<file path="config.mk">
export PLATFORM = sky130hd
export DESIGN_NAME = serial_subtractor
export DESIGN_NICKNAME = d
export VERILOG_FILES = /design/src/rtl/serial_subtractor.sv
export SDC_FILE = /design/constraint.sdc
export NUM_CORES = 1
export LEC_CHECK = 0
export BUFFER_PORTS_ARGS = -buffer_cell sky130_fd_sc_hd__buf_2
export CORE_MARGIN = 8
export CORE_UTILIZATION = 40
export DETAILED_ROUTE_END_ITERATION = 7
export RECOVER_POWER = 50
export SLEW_MARGIN = 15
export SYNTH_ARGS = -nofsm -noshare
export SYNTH_HDL_FRONTEND = slang
export SYNTH_SLANG_ARGS = --single-unit
</file>
<file path="constraint.sdc">
create_clock -name clk -period 2.6 [get_ports clk]
set_input_delay 0.13 -clock clk [delete_from_list [all_inputs] [get_ports clk]]
set_output_delay 0.13 -clock clk [all_outputs]
set_load 0.02 [all_outputs]
</file>
<file path="src/rtl/serial_subtractor.sv">
// Bit-serial LSB-first subtractor: a - b - bin over WIDTH clocks, borrow held in a flop.
// Define SERIAL_SUB_OVF_EN to add the two's-complement overflow output ovf.
module serial_subtractor #(
    parameter int WIDTH = 8
) (
    input  logic             clk,
    input  logic             rst,
    input  logic             start,
    input  logic [WIDTH-1:0] a,
    input  logic [WIDTH-1:0] b,
    input  logic             bin,
    output logic             busy,
    output logic             done,
    output logic [WIDTH-1:0] dif,
`ifdef SERIAL_SUB_OVF_EN
    output logic             ovf,
`endif
    output logic             bo
);

    localparam int CW = $clog2(WIDTH);
    localparam logic [CW-1:0] LAST = CW'(WIDTH - 1);

    typedef enum logic [1:0] {
        IDLE  = 2'd0,
        SHIFT = 2'd1,
        DONE  = 2'd2
    } state_t;

    state_t           state;
    logic [WIDTH-1:0] sa;
    logic [WIDTH-1:0] sb;
    logic             br;
    logic [CW-1:0]    count;
    logic [WIDTH-2:0] res;

    logic             x;
    logic             y;
    logic             d;
    logic             bn;
    logic [WIDTH-1:0] nxt;

`ifdef SERIAL_SUB_OVF_EN
    logic             am;
    logic             bm;
`endif

    // Full-subtractor cell on the current LSBs; nxt is the result word with this bit shifted in.
    always_comb begin
        x   = sa[0];
        y   = sb[0];
        d   = x ^ y ^ br;
        bn  = (~x & y) | (~(x ^ y) & br);
        nxt = {d, res};
    end

    always_ff @(posedge clk) begin
        if (rst) begin
            state <= IDLE;
            sa    <= '0;
            sb    <= '0;
            br    <= 1'b0;
            count <= '0;
            res   <= '0;
            busy  <= 1'b0;
            done  <= 1'b0;
            dif   <= '0;
            bo    <= 1'b0;
`ifdef SERIAL_SUB_OVF_EN
            am    <= 1'b0;
            bm    <= 1'b0;
            ovf   <= 1'b0;
`endif
        end else begin
            case (state)
                IDLE: begin
                    if (start) begin
                        sa    <= a;
                        sb    <= b;
                        br    <= bin;
                        count <= '0;
                        busy  <= 1'b1;
                        state <= SHIFT;
`ifdef SERIAL_SUB_OVF_EN
                        am    <= a[WIDTH-1];
                        bm    <= b[WIDTH-1];
`endif
                    end
                end
                SHIFT: begin
                    sa    <= sa >> 1;
                    sb    <= sb >> 1;
                    br    <= bn;
                    res   <= nxt[WIDTH-1:1];
                    count <= count + 1'b1;
                    // Last bit: publish the whole word at once so dif never shows partial results.
                    if (count == LAST) begin
                        dif   <= nxt;
                        bo    <= bn;
                        done  <= 1'b1;
                        state <= DONE;
`ifdef SERIAL_SUB_OVF_EN
                        ovf   <= (am != bm) && (d != am);
`endif
                    end
                end
                DONE: begin
                    done  <= 1'b0;
                    busy  <= 1'b0;
                    state <= IDLE;
                end
                default: state <= IDLE;
            endcase
        end
    end

endmodule

</file>
==> results of run 1 <==
[final cells by class]
class,instances,area (um2),area share (%)
inverter,4,15.0,0.779
clock inverter,2,35.0,1.82
clock buffer,6,72.6,3.77
timing repair buffer,31,144,7.47
sequential,40,801,41.6
tap,52,65.1,3.38
multi-input combinational,121,795,41.2
[stage by stage]
step / std cells / area [um2] / hold WS [ps]
after global placement: 248 / 1870 / 442
after detailed placement: 248 / 1870 / 444
after global routing: 256 / 1930 / 148
final: 256 / 1930 / 138
after CTS: 256 / 1980 / 132
after floorplan: 178 / 1740 / 298
[cell families after synthesis]
group                    count (synthesis)  synth area share, %
buffers and inverters                   17                 6.11
flip-flops                              40                 46.0
AND/OR/NAND/NOR                         58                 15.9
multiplexers                            14                 8.05
adder cells (fa/ha/maj)                  3                 2.59
AO/OA/AOI/OAI                           46                 21.3
[registers in the layout (all words and copies together) (netlist names)]
| signal | flops |
|---|---|
| dif | 8 |
| sa | 8 |
| busy | 1 |
| state | 2 |
| done | 1 |
| bo | 1 |
| sb | 8 |
| br | 1 |
| res | 7 |
| count | 3 |
[power by group]
part / leakage (nW) / internal [W] / switching (W) / total, W
combinational: 0.332 / 0.0000583 / 0.0000749 / 0.000133
sequential: 0.327 / 0.000642 / 0.0000198 / 0.000661
clock: 0.0552 / 0.000285 / 0.000212 / 0.000496
total: 0.714 / 0.000985 / 0.000306 / 0.00129
[placed cells by master, fill, tap and decap left out, types with 5 or more instances in the layout]
cell,Yosys,routed
clkbuf_8,0,5
nand2_1,30,30
mux2i_1,14,14
a211oi_1,4,9
clkbuf_1,4,12
a211oi_2,15,10
a21oi_1,20,20
nor2_2,14,12
nor2_1,7,9
dfxtp_1,40,40
buf_2,1,19
[critical path, delay by kind of cell, from the launching register on]
| kind | cells | cell delay (ps) |
|---|---|---|
| AND/OR/NAND/NOR | 1 | 110 |
| flip-flops | 1 | 490 |
| AO/OA/AOI/OAI | 2 | 980 |
[worst paths after layout]
kind,start,end,cells after the start
hold / removal,b[7],sb[7]$_SDFFE_PP0P_,3
hold reg to reg,dif[7]$_SDFFE_PP0P_,dif[7]$_SDFFE_PP0P_,2
setup / recovery,state[0]$_SDFFE_PP0P_,sa[1]$_SDFFE_PP0P_,3
setup reg to reg,state[0]$_SDFFE_PP0P_,sa[1]$_SDFFE_PP0P_,3
[metal layers]
metal	part of all wire (%)	global-route usage (%)	vias up
met5	0	0	-
met4	1.9	5.79	0
met3	5.6	3.83	7
met2	46	16.3	25
met1	47	12.1	568
li1	-	-	660
==> results.cfg, run 1 <==
[global_routing]
grt_pass1_vias = 1179
grt_usage_pct = 10.4
grt_antenna_before_repair = 0
grt_overflow = 0
grt_max_degree = 41
grt_pass1_wl_mm = 5.36

[critical_path]
path_cells = o21ba_2 > nor2_1 > a211oi_2
rrSetupSlack_ps = 930
start_kind = flop
path_class = reg2reg
slowest_delay_ps = 770
endpoint_kind = flop
crit_arrival_ps = 1880
required_ps = 2810
slowest_stage = o21ba_2
cp_max_fo = 31

[yosys]
ys.warnings.count = 0
synth.most_common_cell = dfxtp_1
syn_nets = 201
netlist_area_um2 = 1740
ys_types = 24
netlist_instances = 178
yosysTopAreaCellShare_pct = 46.0
yosysSeqAreaShare_pct = 46.0
yosysTopAreaCell = dfxtp_1
avgSynthCellArea_um2 = 9.78
synth_seq_cells = 40
synth_ff_type = dfxtp_1
async_flop_share_pct = 0
synthTopCellsByArea = dfxtp_1 46%, a211oi_2 11%, mux2i_1 8.0%
synth_common_cells = 40 x dfxtp_1, 30 x nand2_1, 20 x a21oi_1
synth_edf_count = 0

[timing]
finalCritPeriodShare_pct = 64.2
worst_pin_slew_ps = 861
fin_crit_ps = 1670
slew_viol_final = 0
layout_setup_ws_ps = 930
rsz0062_at_grt = no
finClkSkew_ps = 4.05
fmax_mhz = 599
setup_viol = 0
setup_tns_ps = 0
timing.final.hold_violations = 0
maxSlewHeadroom_pct = 42.6

[outcome]
outcome = finished clean

[placement]
io_buffers = 30
gp_congestion = 0.695
dp_slack_ps = 916
hpwl_mm = 2.22

[clock_tree]
cts-buffers-inserted = 5
worst_skew_pair.late_latency_ps = 290
cts_setup_buffers = 0
clkTransAtPathRegs_ps = 80
post_cts_resized = 0
htreeDepth = 2
root_buffer = clkbuf_8
cts.path.max_buffers = 2
tritoncts = done
cts_num_sinks = 40
postCtsHoldBufs = 0

[floorplan]
die_area_um2 = 6720
core_um2 = 4260
ios = 31
start_util_pct = 40.8
die_h_um = 82.0
dieWidth_um = 82.0
rows = 24

[routing]
ant_nets = 0
drt_first_pass_iters = 4
wire_per_inst_um = 13.0
wl_mm = 3.34
via_per_inst = 4.92
via_count = 1260
drt_iter0_drc = 83
route.detailed.drc = 0

[layout]
fin_nets = 226
fillers = 435
drive_above_1_share_pct = 24.5
postLayoutCoreUtil_pct = 45.2
area_delta_synth_final_pct = 10.6
diodes = 0

[job]
drv_cap = 0

[power_and_ir_drop]
powerDensity_nw_per_um2 = 670
total_power_w = 0.00129
leakagePower_nw = 0.714
peakVddDrop_mv = 0.377

[hold_path]
min_path_type = in2reg
Note: power is estimated with default switching activity, not from simulation.
==> run 2: changes to the inputs <==
--- a/config.mk
+++ b/config.mk
@@ -5,6 +5,7 @@
 export SDC_FILE = /design/constraint.sdc
 export NUM_CORES = 1
 export LEC_CHECK = 0
+export ABC_AREA = 1
 export BUFFER_PORTS_ARGS = -buffer_cell sky130_fd_sc_hd__buf_2
 export CORE_MARGIN = 8
 export CORE_UTILIZATION = 40
==> constraint.sdc (replaced) <==
create_clock -name clk -period 1.5 [get_ports clk]
set_input_delay 0.075 -clock clk [delete_from_list [all_inputs] [get_ports clk]]
set_output_delay 0.075 -clock clk [all_outputs]
set_load 0.02 [all_outputs]
==> run 2 against run 1 <==
- area after synthesis rose by 5.3%
- first-iteration DRC count rose by 28%
- clock skew rose by 5.0 ps
- combinational power rose by 120%
- final cell count rose by 25%
- core utilization rose by 1.6 points
- global-route usage rose by 0.73 points
- sequential share of layout area fell by 2.5 points
- die area rose by 4.3%
- critical endpoint is now busy$_SDFFE_PP0P_
==> results.cfg, run 2 <==
[outcome]
outcome = finished clean

[power_and_ir_drop]
clkPwrFrac_pct = 38.1
powerDensity_nw_per_um2 = 1140
switching_share_pct = 25.8
leakagePower_nw = 0.925
peakVddDrop_mv = 0.650
internal_power_w = 0.00174
switchingPower_w = 0.000604
p_comb_share_pct = 12.3
seqPwrFrac_pct = 49.6

[job]
drv_cap = 0

[placement]
hpwl_mm = 2.54
placed_cell_area_um2 = 1960
gp_congestion = 0.716
dp_slack_ps = 259
io_buffers = 30

[yosys]
synthTopCellsByArea = dfxtp_1 44%, nand3_1 14%, inv_1 7.2%
yosysSeqAreaShare_pct = 43.7
syn_nets = 263
synth_common_cells = 51 x nand3_1, 40 x dfxtp_1, 35 x inv_1
avgSynthCellArea_um2 = 7.64
synth_edf_count = 0
yosysTopAreaCell = dfxtp_1
ys.warnings.count = 0
ys_types = 21
synth_seq_cells = 40
synth_ff_type = dfxtp_1
synth.most_common_cell = nand3_1
yosysTopAreaCellShare_pct = 43.7
async_flop_share_pct = 0
netlist_area_um2 = 1830
netlist_instances = 240

[layout]
drive_above_1_share_pct = 15.3
diodes = 0
final_cell_mix = 51 x nand3_1, 40 x dfxtp_1, 35 x inv_1
final_common_cell = nand3_1
reg_top3 = dif (8), sa (8), sb (8)
final_area_um2 = 2050
area_delta_synth_final_pct = 11.7
fin_nets = 290
postLayoutCoreUtil_pct = 46.7

[clock_tree]
cts_setup_buffers = 0
root_buffer = clkbuf_8
htreeDepth = 2
postCtsHoldBufs = 0
post_cts_resized = 0
cts-buffers-inserted = 5
worst_skew_pair.late_latency_ps = 290
clkTransAtPathRegs_ps = 80
tritoncts = done
cts_num_sinks = 40
cts.path.max_buffers = 2

[global_routing]
grt_usage_pct = 11.2
grt_max_degree = 35
grt_overflow = 0
grt_pass1_wl_mm = 6.67
grt_antenna_before_repair = 0
grt_pass1_vias = 1458

[critical_path]
required_ps = 1670
path_class = reg2reg
reg2reg_to = busy$_SDFFE_PP0P_
start_kind = flop
cp_top_family = buffers and inverters
cp_max_fo = 17
path_buf_inv = 2
endpoint_kind = flop
path_cells = clkbuf_2 > nor2_1 > inv_1 > a21oi_1
r2r_start = state[0]$_SDFFE_PP0P_
slowest_delay_ps = 430
ff2ff_path_depth = 4
crit_arrival_ps = 1420
rrSetupSlack_ps = 250
slowest_stage = dfxtp_1

[timing]
maxSlewHeadroom_pct = 74.3
setup_viol = 0
rsz0062_at_grt = no
slew_viol_final = 0
worst_pin_slew_ps = 385
finalCritPeriodShare_pct = 83.1
finClkSkew_ps = 9.02
layout_setup_ws_ps = 254
fmax_mhz = 803
setup_tns_ps = 0
timing.final.hold_violations = 0
fin_crit_ps = 1250
hold_ws_ps = 28.6

[floorplan]
die_area_um2 = 7010
rows = 24
start_util_pct = 41.8
die_h_um = 83.7
core_um2 = 4380
ios = 31
dieWidth_um = 83.7

[routing]
route.detailed.drc = 0
ant_nets = 0
wire_per_inst_um = 12.2
wl_mm = 3.89
via_per_inst = 4.84
via_count = 1549
drt_first_pass_iters = 4
drt_iter0_drc = 106

[hold_path]
hold-path-cell-count = 3
min_from = b[7]
min_path_type = in2reg
holdPathEnd = sb[7]$_SDFFE_PP0P_
==> run 2: cell types whose count changed after synthesis, sizes merged, moves of 4 or more <==
cell    change
inv        +36
o21ai      +17
nand3      +51
a21oi       +4
mux2i      -14
a211oi     -19
==> run 2: power groups by stage <==
stage	registers, W	clock network [W]	logic [W]
2_1_floorplan	0.00118	0	0.000253
3_3_place_gp	0.00119	0	0.000295
3_5_place_dp	0.00119	0	0.000297
4_1_cts	0.00116	0.000917	0.000297
5_1_grt	0.00117	0.000971	0.000334
6_report	0.00116	0.000892	0.000288
==> run 2: cell families after synthesis <==
kind of cell / Yosys count / synth area share, %
compound gates: 44 / 12.0
flops: 40 / 43.7
buf+inv: 54 / 15.0
fa+ha+maj: 3 / 2.46
simple gates: 99 / 26.9
==> run 2: worst max path at each step <==
stage	from	endpoint	slack, ps	cells past startpoint
floorplan	count[0]$_SDFFE_PP0P_	bo$_SDFFE_PP0P_	370	7
global route	count[0]$_SDFFE_PP0P_	bo$_SDFFE_PP0P_	160	7
CTS	count[0]$_SDFFE_PP0P_	bo$_SDFFE_PP0P_	250	7
finish	state[0]$_SDFFE_PP0P_	busy$_SDFFE_PP0P_	250	4
global placement	state[1]$_SDFFE_PP0P_	br$_SDFFE_PP0P_	290	6
detailed placement	count[0]$_SDFFE_PP0P_	bo$_SDFFE_PP0P_	260	7
==> run 2: layer usage <==
layer	global-route usage (%)	vias to the layer above	wire [um]
met5	0	-	0
met4	4.08	0	40
met3	3.71	5	201
met2	17.1	30	1710
met1	14.2	691	1940
li1	-	823	-
==> run 2: worst min-delay path: cells and delay by family <==
kind                   cells  cell delay [ps]
buffers and inverters      1               90
and+or+nand+nor            1               50
AOI/OAI and AO/OA          1               50
==> run 2: final cells by class <==
type / instances / area (um2)
Inverter: 40 / 153
Timing Repair Buffer: 34 / 164
Sequential cell: 40 / 801
Tap cell: 52 / 65.1
Fill cell: 469 / 2330
Clock inverter: 3 / 47.5
Multi-Input combinational cell: 146 / 751
Clock buffer: 5 / 68.8
==> run 2: through the flow <==
step                instances  power (W)
floorplan                 240    0.00143
global placement          312    0.00148
detailed placement        312    0.00148
CTS                       320    0.00238
global route              320    0.00248
finish                    320    0.00234
==> run 3: changes to the inputs <==
--- a/config.mk
+++ b/config.mk
@@ -5,7 +5,7 @@
 export SDC_FILE = /design/constraint.sdc
 export NUM_CORES = 1
 export LEC_CHECK = 0
-export ABC_AREA = 1
+export ABC_AREA = 0
 export BUFFER_PORTS_ARGS = -buffer_cell sky130_fd_sc_hd__buf_2
 export CORE_MARGIN = 8
 export CORE_UTILIZATION = 40
==> constraint.sdc (replaced) <==
create_clock -name clk -period 1.2 [get_ports clk]
set_input_delay 0.06 -clock clk [delete_from_list [all_inputs] [get_ports clk]]
set_output_delay 0.06 -clock clk [all_outputs]
set_load 0.02 [all_outputs]
==> run 3 against run 2 <==
- the flow now finishes with violations (negative setup slack)
- wire length is 7.7% lower
- global-route usage is 0.12 points higher
- via count is 12% lower
- worst setup slack worse by 280 ps
- sequential cell count stayed put
- total power is 26% higher
- highest routed layer unchanged
==> results.cfg, run 3 (synthesized netlist as in run 1, its figures left out) <==
[clock_tree]
worst_skew_pair.late_latency_ps = 290
htreeDepth = 2
cts.path.max_buffers = 2
root_buffer = clkbuf_8
cts_num_sinks = 40
tritoncts = done
clkTransAtPathRegs_ps = 90
cts-buffers-inserted = 5

[placement]
hpwl_mm = 2.66
dp_slack_ps = -83.1
gp_congestion = 0.779
io_buffers = 30

[routing]
via_per_inst = 5.06
wl_mm = 3.59
wire_per_inst_um = 13.2
via_count = 1370
drt_iter0_drc = 110
route.detailed.drc = 0
ant_nets = 0
drt_first_pass_iters = 4

[layout]
final_cell_mix = 35 x dfxtp_1, 25 x nand2_1, 20 x buf_2
area_delta_synth_final_pct = 27.5
fin_nets = 241
diodes = 0
final_common_cell = dfxtp_1
postLayoutCoreUtil_pct = 52.1
reg_top3 = dif (8), sa (8), sb (8)
drive_above_1_share_pct = 44.3

[floorplan]
die_h_um = 82.0
ios = 31
die_area_um2 = 6720
rows = 24
start_util_pct = 40.8
dieWidth_um = 82.0
core_um2 = 4260

[timing]
setup_tns_ps = -96.9
fmax_mhz = 815
layout_setup_ws_ps = -27.4
finClkSkew_ps = 6.96
fin_crit_ps = 1230
rsz0062_at_grt = yes
finalCritPeriodShare_pct = 102
maxSlewHeadroom_pct = 80.4
slew_viol_final = 0
timing.final.hold_violations = 0
setup_viol = 7
worst_pin_slew_ps = 294

[power_and_ir_drop]
total_power_w = 0.00294
powerDensity_nw_per_um2 = 1330
leakagePower_nw = 0.829
peakVddDrop_mv = 0.669

[hold_path]
min_path_type = in2reg
hold-path-cell-count = 3
min_from = b[7]
holdPathEnd = sb[7]$_SDFFE_PP0P_

[global_routing]
grt_antenna_before_repair = 0
grt_overflow = 0
grt_pass1_wl_mm = 6.01
grt_pass1_vias = 1333
grt_max_degree = 25
grt_usage_pct = 11.3

[critical_path]
reg2reg_to = bo$_SDFFE_PP0P_
path_class = reg2reg
start_kind = flop
rrSetupSlack_ps = -30
ff2ff_path_depth = 6
endpoint_kind = flop
required_ps = 1420
crit_arrival_ps = 1450
r2r_start = count[1]$_SDFFE_PP0P_
cp_max_fo = 5

[outcome]
outcome = finished with violations
violations = negative setup slack

[job]
drv_cap = 0
[run 3: cell types whose count changed in the layout (fill, tap and decap cells not counted), moves of 5 or more]
cell      previous run  this run
dfxtp_2              0         5
inv_1               35         3
buf_4                3         9
dfxtp_1             40        35
nor2_1              20         6
nor2_2               0        14
mux2i_1              0        14
a21oi_1             24        16
o21ai_0             19         3
nand3_1             51         0
a211oi_2             0        16
[run 3: worst max-delay path, stage by stage, from the launching register on]
cell	delay (ps)
dfxtp_2	350
ha_4	140
ha_4	130
and3b_2	210
buf_6	130
nor2_4	30
a211oi_2	170
[run 3: how the worst max path moves through the flow]
stage,from,endpoint,slack [ps],cells after the start
6_report,count[1]$_SDFFE_PP0P_,bo$_SDFFE_PP0P_,-30,6
5_1_grt,count[0]$_SDFFE_PP0P_,bo$_SDFFE_PP0P_,-70,6
4_1_cts,count[0]$_SDFFE_PP0P_,bo$_SDFFE_PP0P_,-20,5
3_5_place_dp,sb[0]$_SDFFE_PP0P_,br$_SDFFE_PP0P_,-80,5
3_3_place_gp,count[1]$_SDFFE_PP0P_,bo$_SDFFE_PP0P_,-20,5
2_1_floorplan,sb[0]$_SDFFE_PP0P_,br$_SDFFE_PP0P_,3,5
[run 3: final cells by class]
cell class | count | area (um2)
clock inverter | 3 | 46.3
clock buffer | 5 | 68.8
sequential | 40 | 807
fill | 403 | 2040
timing repair buffer | 46 | 313
multi-input combinational | 121 | 906
tap | 52 | 65.1
inverter | 4 | 15.0
[run 3: what timing repair did]
action,4_1_cts,5_1_grt
gates cloned,0,1
hold buffers,0,0
gates resized for setup,6,14
endpoints found under the setup margin,24,11
buffers inserted,0,1
pin swaps,1,4
[run 3: per-layer routing]
metal,wire length [um],GRT usage (%),up-vias
li1,-,-,692
met1,1690,13.9,645
met2,1650,17.5,31
met3,236,4.92,2
met4,16,3.16,0
met5,0,0,-
[run 3: through the flow]
step                instance area, um2  hold WS [ps]  std cells
floorplan                         1780           228        178
CTS                               2190          34.1        269
global placement                  2060           343        261
detailed placement                2060           347        261
finish                            2220          44.7        271
global route                      2220          51.9        271
[run 3: power breakdown]
part	switching [W]	leakage, nW	internal [W]	total [W]
Sequential	0.0000460	0.329	0.00139	0.00144
Clock	0.000494	0.0548	0.000627	0.00112
Combinational	0.000193	0.445	0.000191	0.000384
